===== config.mk =====
export PLATFORM = sky130hd
export DESIGN_NAME = t06_collision_scanner
export DESIGN_NICKNAME = d
export VERILOG_FILES = /design/src/rtl/t06_collision_pkg.sv /design/src/rtl/t06_segment_lanes.sv /design/src/rtl/t06_collision_scanner.sv
export SDC_FILE = /design/constraint.sdc
export NUM_CORES = 1
export LEC_CHECK = 0
export CAP_MARGIN = 20
export CORE_UTILIZATION = 40
export DETAILED_ROUTE_END_ITERATION = 12
export PLACE_DENSITY_LB_ADDON = 0.08
export SLEW_MARGIN = 20
export SYNTH_ARGS = -nofsm -noshare
export SYNTH_HDL_FRONTEND = slang
export SYNTH_SLANG_ARGS = --single-unit
export TNS_END_PERCENT = 1

===== constraint.sdc =====
create_clock -name clk -period 10.33 [get_ports clk]
set_clock_uncertainty 0.05 [all_clocks]
set_input_delay 3.099 -clock clk [delete_from_list [all_inputs] [get_ports clk]]
set_output_delay 3.099 -clock clk [all_outputs]
set_load 0.05 [all_outputs]

===== src/rtl/t06_collision_pkg.sv =====
// Shared definitions for the multi-cycle snake collision scanner:
// cause bit positions, scanner states and the length-width helper.
package t06_collision_pkg;

    localparam int CAUSE_BORDER = 0;
    localparam int CAUSE_WALL   = 1;
    localparam int CAUSE_SELF   = 2;

    typedef enum logic [1:0] {
        IDLE = 2'd0,
        SCAN = 2'd1,
        DONE = 2'd2
    } state_t;

    // Width needed to hold a segment count of 0..max_length inclusive.
    function automatic int len_width(input int max_length);
        return $clog2(max_length + 1);
    endfunction

endpackage


===== src/rtl/t06_segment_lanes.sv =====
// LANES parallel head-vs-body comparators; segments at or beyond the active
// length are masked so stale body entries can never report a self-hit.
module t06_segment_lanes #(
    parameter int COORD_W    = 4,
    parameter int MAX_LENGTH = 30,
    parameter int LANES      = 2,
    parameter int IDX_W      = 6,
    parameter int LEN_W      = 5
) (
    input  logic [COORD_W-1:0]            head_x_i,
    input  logic [COORD_W-1:0]            head_y_i,
    input  logic [MAX_LENGTH*COORD_W-1:0] body_x_i,
    input  logic [MAX_LENGTH*COORD_W-1:0] body_y_i,
    input  logic [IDX_W-1:0]              idx_i,
    input  logic [LEN_W-1:0]              len_i,
    output logic [LANES-1:0]              lane_hit_o,
    output logic                          any_hit_o
);

    generate
        for (genvar gi = 0; gi < LANES; gi++) begin : g_lane
            logic [IDX_W-1:0]   seg;
            logic [COORD_W-1:0] seg_x;
            logic [COORD_W-1:0] seg_y;

            assign seg = idx_i + IDX_W'(gi);

            // Explicit mux keeps lanes past MAX_LENGTH from indexing outside the body vectors.
            always_comb begin
                seg_x = '0;
                seg_y = '0;
                for (int i = 0; i < MAX_LENGTH; i++) begin
                    if (seg == IDX_W'(i)) begin
                        seg_x = body_x_i[i*COORD_W +: COORD_W];
                        seg_y = body_y_i[i*COORD_W +: COORD_W];
                    end
                end
            end

            assign lane_hit_o[gi] = (seg < IDX_W'(len_i)) && (seg_x == head_x_i) && (seg_y == head_y_i);
        end
    endgenerate

    assign any_hit_o = |lane_hit_o;

endmodule


===== src/rtl/t06_collision_scanner.sv =====
// Multi-cycle snake collision check: captures the board on start, scans the body
// LANES segments per cycle with early exit, and reports a registered result with a done pulse.
module t06_collision_scanner
    import t06_collision_pkg::*;
#(
    parameter int COORD_W    = 4,
    parameter int MAX_LENGTH = 30,
    parameter int NUM_APPLES = 2,
    parameter int GRID_W     = 20,
    parameter int GRID_H     = 10,
    parameter int LANES      = 2
) (
    input  logic                             clk,
    input  logic                             nrst,
    input  logic                             start,
    input  logic [COORD_W-1:0]               head_x,
    input  logic [COORD_W-1:0]               head_y,
    input  logic [COORD_W-1:0]               border_x_min,
    input  logic [COORD_W-1:0]               border_x_max,
    input  logic [COORD_W-1:0]               border_y_min,
    input  logic [COORD_W-1:0]               border_y_max,
    input  logic [$clog2(MAX_LENGTH+1)-1:0]  snake_len,
    input  logic [MAX_LENGTH*COORD_W-1:0]    body_x,
    input  logic [MAX_LENGTH*COORD_W-1:0]    body_y,
    input  logic [NUM_APPLES*COORD_W-1:0]    apple_x,
    input  logic [NUM_APPLES*COORD_W-1:0]    apple_y,
    input  logic [NUM_APPLES-1:0]            apple_valid,
    input  logic [GRID_W*GRID_H-1:0]         wall_array,
    output logic                             busy,
    output logic                             done,
    output logic                             bad_collision,
    output logic [2:0]                       cause,
    output logic [NUM_APPLES-1:0]            apple_hit
);

    localparam int LEN_W  = len_width(MAX_LENGTH);
    localparam int IDX_W  = $clog2(MAX_LENGTH + LANES + 1);
    localparam int CELLS  = GRID_W * GRID_H;
    localparam int WIDX_W = $clog2(CELLS);

    state_t                          state_q, state_d;
    logic [IDX_W-1:0]                idx_q, idx_d;
    logic [LEN_W-1:0]                len_q;
    logic [COORD_W-1:0]              head_x_q, head_y_q;
    logic [COORD_W-1:0]              bx_min_q, bx_max_q, by_min_q, by_max_q;
    logic [MAX_LENGTH*COORD_W-1:0]   body_x_q, body_y_q;
    logic [NUM_APPLES*COORD_W-1:0]   apple_x_q, apple_y_q;
    logic [NUM_APPLES-1:0]           apple_valid_q;
    logic [CELLS-1:0]                wall_q;
    logic                            bad_q;
    logic [2:0]                      cause_q;
    logic [NUM_APPLES-1:0]           apple_hit_q;

    logic                            capture;
    logic                            load_result;
    logic [LEN_W-1:0]                len_clamped;
    logic [LANES-1:0]                lane_hit;
    logic                            self_hit;
    logic                            border_hit;
    logic                            in_grid;
    logic [WIDX_W-1:0]               wall_idx;
    logic                            wall_hit;
    logic [2:0]                      cause_c;
    logic [NUM_APPLES-1:0]           apple_hit_c;

    assign len_clamped = (snake_len > LEN_W'(MAX_LENGTH)) ? LEN_W'(MAX_LENGTH) : snake_len;

    t06_segment_lanes #(
        .COORD_W    (COORD_W),
        .MAX_LENGTH (MAX_LENGTH),
        .LANES      (LANES),
        .IDX_W      (IDX_W),
        .LEN_W      (LEN_W)
    ) u_lanes (
        .head_x_i   (head_x_q),
        .head_y_i   (head_y_q),
        .body_x_i   (body_x_q),
        .body_y_i   (body_y_q),
        .idx_i      (idx_q),
        .len_i      (len_q),
        .lane_hit_o (lane_hit),
        .any_hit_o  (self_hit)
    );

    // Board checks depend only on captured values, so they are stable for the whole scan.
    assign border_hit = (head_x_q <= bx_min_q) || (head_x_q >= bx_max_q) ||
                        (head_y_q <= by_min_q) || (head_y_q >= by_max_q);
    assign in_grid    = (int'(head_x_q) < GRID_W) && (int'(head_y_q) < GRID_H);
    assign wall_idx   = WIDX_W'(int'(head_y_q) * GRID_W + int'(head_x_q));
    assign wall_hit   = in_grid && wall_q[wall_idx];

    generate
        for (genvar gi = 0; gi < NUM_APPLES; gi++) begin : g_apple
            assign apple_hit_c[gi] = apple_valid_q[gi] &&
                                     (apple_x_q[gi*COORD_W +: COORD_W] == head_x_q) &&
                                     (apple_y_q[gi*COORD_W +: COORD_W] == head_y_q);
        end
    endgenerate

    always_comb begin
        cause_c               = '0;
        cause_c[CAUSE_BORDER] = border_hit;
        cause_c[CAUSE_WALL]   = wall_hit;
        cause_c[CAUSE_SELF]   = self_hit;
    end

    always_comb begin
        state_d     = state_q;
        idx_d       = idx_q;
        capture     = 1'b0;
        load_result = 1'b0;
        case (state_q)
            IDLE: begin
                if (start) begin
                    state_d = SCAN;
                    idx_d   = '0;
                    capture = 1'b1;
                end
            end
            SCAN: begin
                idx_d = idx_q + IDX_W'(LANES);
                if (self_hit || ((idx_q + IDX_W'(LANES)) >= IDX_W'(len_q))) begin
                    state_d     = DONE;
                    load_result = 1'b1;
                end
            end
            DONE: begin
                if (start) begin
                    state_d = SCAN;
                    idx_d   = '0;
                    capture = 1'b1;
                end else begin
                    state_d = IDLE;
                end
            end
            default: state_d = IDLE;
        endcase
    end

    always_ff @(posedge clk or negedge nrst) begin
        if (!nrst) begin
            state_q     <= IDLE;
            idx_q       <= '0;
            bad_q       <= 1'b0;
            cause_q     <= '0;
            apple_hit_q <= '0;
        end else begin
            state_q <= state_d;
            idx_q   <= idx_d;
            if (load_result) begin
                bad_q       <= |cause_c;
                cause_q     <= cause_c;
                apple_hit_q <= apple_hit_c;
            end
        end
    end

    always_ff @(posedge clk or negedge nrst) begin
        if (!nrst) begin
            len_q         <= '0;
            head_x_q      <= '0;
            head_y_q      <= '0;
            bx_min_q      <= '0;
            bx_max_q      <= '0;
            by_min_q      <= '0;
            by_max_q      <= '0;
            body_x_q      <= '0;
            body_y_q      <= '0;
            apple_x_q     <= '0;
            apple_y_q     <= '0;
            apple_valid_q <= '0;
            wall_q        <= '0;
        end else if (capture) begin
            len_q         <= len_clamped;
            head_x_q      <= head_x;
            head_y_q      <= head_y;
            bx_min_q      <= border_x_min;
            bx_max_q      <= border_x_max;
            by_min_q      <= border_y_min;
            by_max_q      <= border_y_max;
            body_x_q      <= body_x;
            body_y_q      <= body_y;
            apple_x_q     <= apple_x;
            apple_y_q     <= apple_y;
            apple_valid_q <= apple_valid;
            wall_q        <= wall_array;
        end
    end

    assign busy          = (state_q == SCAN);
    assign done          = (state_q == DONE);
    assign bad_collision = bad_q;
    assign cause         = cause_q;
    assign apple_hit     = apple_hit_q;

endmodule

; Yosys cells after proc, flatten, opt, wreduce, memory -nomap -nowiden
; Index checks and enable logic that the tools add are counted.
[word_totals]
register_bits = 501
in_bits = 490
output_inout_bits = 8
word_cells = 258
[op_classes]
n_addsub = 3
n_mul = 1
magnitude_cmp = 10
eq_ne = 71
muxes = 133
reduce_logical = 22
[ops]
columns = op, count
row1 = 4-bit two-way mux, 120
row2 = "6-bit by 5-bit == test with 1-bit output, second input constant", 28
row3 = "6-bit by 4-bit == test with 1-bit output, second input constant", 16
row4 = "6-bit by 3-bit == test with 1-bit output, second input constant", 8
row5 = 4-bit == test, 8
row6 = "6-bit by 2-bit == test with 1-bit output, second input constant", 4
row7 = "6-bit by 1-bit == test with 1-bit output, second input constant", 2
row8 = 6-bit logical NOT, 2
row9 = 6-bit by 5-bit < comparator with 1-bit output, 2
row10 = 6-bit one-hot mux with 2 select lines, 1
row11 = 1-bit logical AND, 9
row12 = "8-bit by 9-bit < comparator with 1-bit output, second input constant", 1
row13 = 8-bit by 4-bit adder with 8-bit output, 1
row14 = 1-bit binary-select mux with 8-bit select, 1
row15 = 4-bit >= comparator, 2
row16 = 4-bit <= comparator, 2
row17 = "6-bit by 1-bit adder with 6-bit output, second input constant", 1
row18 = "6-bit by 2-bit adder with 6-bit output, second input constant", 1
row19 = 6-bit by 5-bit >= comparator with 1-bit output, 1
row20 = "4-bit by 3-bit multiplier with 6-bit output, second input constant", 1
row21 = 1-bit two-way mux, 6
row22 = 6-bit two-way mux, 1
row23 = 2-bit one-hot mux with 3 select lines, 1
row24 = "5-bit > comparator, second input constant", 1
row25 = other kinds (13), 20

; Depth between registers and ports, before layout
[depth]
depth_word = 39
mapped_depth = 15
ltp_nobuf = 11

; By module
; A second synthesis with hierarchy kept.
[unflattened]
hier_cells = 3633
area_unflattened_um2 = 29328.1
[modules_own_cells]
columns = mod, instances, cells_each, area_each_um2, seq_area_each_um2
row1 = t06_collision_scanner, 1, 2346, 21245.4, 12512.0
row2 = t06_segment_lanes, 1, 1287, 8082.8, 0.0

; Least setup slack after synthesis
; OpenSTA, ideal clock, no wires.
[synth_timing]
kind = in2reg
startpoint = input start
endpoint = register bx_max_q[1]
setup_ps = 83
arrival_ps = 4144
required_time_ps = 10197
slack_ps = 6054
path_stages = 6
n_path_buf = 3
cell_sequence = nor2b_1 clkbuf_1 clkbuf_1 clkbuf_1 nand2_1 o21ai_0
[synth_via]
elab_chain_len = 2
[synth_rtl]
columns = item, line_no
row1 = from (decl), t06_collision_scanner.sv:15  ; input logic start,
row2 = 1-bit two-way mux, "t06_collision_scanner.sv:114, t06_collision_scanner.sv:128"
row3 = 1-bit two-way mux, -
row4 = to (signal assigned), t06_collision_scanner.sv:178  ; bx_max_q <= border_x_max;
row5 = to (decl), t06_collision_scanner.sv:45  ; logic [COORD_W-1:0] bx_min_q, bx_max_q, by_min_q, by_max_q;
; No other way between the ends.
; A chain may end at the register's enable or synchronous reset.

; Worst setup path after layout
[layout_timing]
startpoint = register state_q[0]
endpoint = output busy
[layout_via]
elab_chain_len = 1
[layout_rtl]
columns = item, line_no
row1 = from (decl), t06_collision_scanner.sv:41  ; state_t state_q, state_d;
row2 = from (signal assigned), t06_collision_scanner.sv:148  ; state_q <= state_d;
row3 = 2-bit by 1-bit == test with 1-bit output, t06_collision_scanner.sv:190  ; assign busy = (state_q == SCAN);
row4 = to (decl), t06_collision_scanner.sv:29  ; output logic busy,
; No other way between the ends.

==> flow_summary.yaml <==
outcome:
  status: "finished clean"
sta:
  tightest_slew_ps: 1200
  setup_tns_ps: 0
  max_freq_mhz: 176
  setup_violations: 0
  min_period_ps: 5680
  rsz0062_at_grt: "no"
  post-route-period-util_pct: 55.0
  max-slew-margin-rel_pct: 20.0
  slew_violations: 0
  hold_viol_final: 0
synthesis:
  ys_seq_area_share_pct: 49.7
  yosysUniqueCellTypes: 98
  syn_avg_cell_area_um2: 8.64
  yosysTopAreaCell: "dfrtp_1"
  synth-xor-area-share_pct: 0.870
  synth_compound_area_share_pct: 8.50
  synth_simple_gate_area_share_pct: 28.5
  synth.area.top_cells: "dfrtp_1 (50%), nand2_1 (21%), mux4_2 (4.9%), clkbuf_1 (2.0%), ha_1 (1.6%)"
  ys_seq_elements: 500
  syn_nets: 3435
  synth_top_area_share_pct: 49.7
  netlist_area_um2: 25200
  synthArstFlopShare_pct: 100
  ys.flop_type: "dfrtp_1"
  synth_fa_ha_area_share_pct: 1.80
  yosys_warnings: 0
  synth-edff-count: 0
  synth_top_family_by_area: "simple AND/OR/NAND/NOR gates"
  synthMuxAreaShare_pct: 6.70
  synth_cells: 2910
pwr:
  p_per_area_nw_per_um2: 309
  p_leak_nw: 15.5
  vdd_drop_max_mv: 0.215
floorplan:
  rows: 91
  die_h_um: 253
  dieArea_um2: 63900
  pin_count: 498
  die_w_um: 253
  coreArea_um2: 61900
  start_util_pct: 40.6
placed_design:
  place_hpwl_um: 67500
  dpl.cell_count: 4079
  io_buffers: 497
  routabilityCongestion: 0.945
global_routing:
  use_met3_pct: 4.61
  grt_max_degree: 191
  grt_overflow: 0
  grt.met1_usage_pct: 36.9
  grt_busiest_layer: "met2"
  grt_usage_pct: 28.8
  grt_pass1_vias: 22900
  antenna_found_initial: 11
  gr-usage-met2_pct: 48.0
  grt_first_pass_wirelength_um: 138000
critical_path:
  start_kind: "register"
  criticalPathCategory: "register to output port"
  rr_startpoint: "idx_q[2]"
  slowest_delay_ps: 930
  critPathCaptureType: "output port"
  path_max_fanout: 7
  critPathLaunch: "state_q[0]"
  crit_chain: "nand2b_1, inv_1, clkdlybuf4s50_1"
  worstPathRequired_ps: 7180
  arrival_ps: 2530
  crit_path_top_delay_cell: "clkdlybuf4s50_1"
clocking:
  cts-root-buf: "clkbuf_16"
  clk_pin_slew_ps: 60
  ctsHtreeMaxLevel: 2
  insertion_delay_ps: 620
  clock_sinks: 500
  hold_buffers: 0
  cts_tree: "yes"
  post_cts_resize_count: 0
  cts_setup_buffers: 0
  clockBufferDepth: 3
  cts_buffers: 55
drt:
  drtAntennaViolNets: 0
  vias: 22200
  routed_wl_um: 92200
  drcViolationCount: 0
  drt-pass1-iter-count: 6
  drt_iter0_drc: 2184
  drt-wirelength-per-cell_um: 22.0
  avgViaCountPerCell: 5.31
final_layout:
  syn_to_final_growth_pct: 29.6
  fin_nets: 3825
  layout-drive-gt1-share_pct: 6.90
  fin_util_pct: 52.6
  final_cells: 4186
worst_hold_path:
  min_path_type: "register to register"
  holdCritStartpoint: "wall_q[158]"
run:
  max_cap_violations: 0
==> per-stage QoR <==
stage / area, um2 / total power [mW] / setup slack [ps] / hold WS [ps]
final: 32600 / 10.1 / 4650 / 419
after global routing: 32600 / 10.7 / 4570 / 437
after CTS: 32600 / 10.1 / 4600 / 423
after detailed placement: 30600 / 7.99 / 4590 / 407
after global placement: 30600 / 7.89 / 4640 / 403
after floorplan: 25200 / 6.35 / 6050 / 387
==> synth_stat cells, types with 6 or more instances <==
master     number
nand2b_1       28
buf_2          31
clkbuf_1      136
xnor2_1         8
buf_1          10
xor2_1         17
nor2_1         46
a221oi_1       11
mux4_2         55
a2111oi_0      11
o211ai_1        9
nand3b_1       16
and3b_1         7
a22oi_1         8
nor3_1         26
and3_1          7
o22ai_1        11
o21ai_0        62
nand3_1        30
ha_1           33
nand2_1      1438
mux2i_1        29
nor3b_1         6
dfrtp_1       500
nand4_1        10
nor4_1         13
o32ai_1         7
a211oi_1       13
a21oi_1        69
a32oi_1         6
a22o_1         11
mux2_2         10
buf_4           8
or3_1           9
nor2b_1        22
a21boi_0        6
inv_1          34
nor4b_1         7
a21o_1         13
==> layer usage <==
metal  share of wire, %  vias to the layer above
met5               0.14                        -
met4                4.6                       20
met3                6.4                      208
met2                 48                      804
met1                 40                    10800
li1                   -                    10400
==> cell families (layout without fill, tap and decap cells) <==
group	Yosys count	after routing
and+or+nand+nor	1718	1718
DFF	500	500
AOI/OAI and AO/OA	309	309
buffers and inverters	226	663
muxes	97	97
adders and majority gates	35	35
xor gates and xnor gates	25	25
other	0	2
==> worst max-delay path, delay by kind of cell (launching register included) <==
kind,cells,cell delay (ps)
buffers and inverters,2,1190
flip-flops,1,480
AND/OR/NAND/NOR,1,230
==> worst paths after layout <==
path                                 to  slack, ps  depth (start not counted)
setup / recovery                   busy       4650                          3
hold / removal              wall_q[158]        420                          2
setup reg to reg               cause[0]       5360                         10
hold reg to reg             wall_q[158]        420                          2
max in group asynchronous      idx_q[1]       6080                          2
min in group asynchronous  body_y_q[78]       2500                          1
==> final cells by class <==
type | instances | area, um2
Antenna cell | 2 | 5.00
Inverter | 35 | 131
Sequential cell | 500 | 12500
Timing Repair Buffer | 524 | 5270
Clock inverter | 29 | 334
Fill cell | 5797 | 29300
Clock buffer | 75 | 1580
Tap cell | 837 | 1050
Multi-Input combinational cell | 2184 | 11700
==> sequential cells by signal, summed over array words and instances (netlist names), 5 cells and up <==
signal,cells
len_q,5
apple_x_q,8
idx_q,5
wall_q,200
apple_y_q,8
body_y_q,120
body_x_q,120
==> cells in the final DEF, fill, tap and decap left out, drive strengths merged, types with 29 or more instances in the layout <==
| cell type | n |
|---|---|
| a21oi | 71 |
| clkbuf | 75 |
| clkdlybuf4s50 | 496 |
| dfrtp | 500 |
| ha | 33 |
| inv | 38 |
| mux2i | 29 |
| mux4 | 55 |
| nand2 | 1439 |
| nand3 | 30 |
| nor2 | 49 |
| nor3 | 30 |
| o21ai | 65 |
==> report_power, final <==
part | leakage, nW | internal, mW | switching [mW]
clock | 0.945 | 1.23 | 0.849
combinational | 8.39 | 1.77 | 2.59
sequential | 6.16 | 2.89 | 0.743
Note: power is estimated with default switching activity, not from simulation.
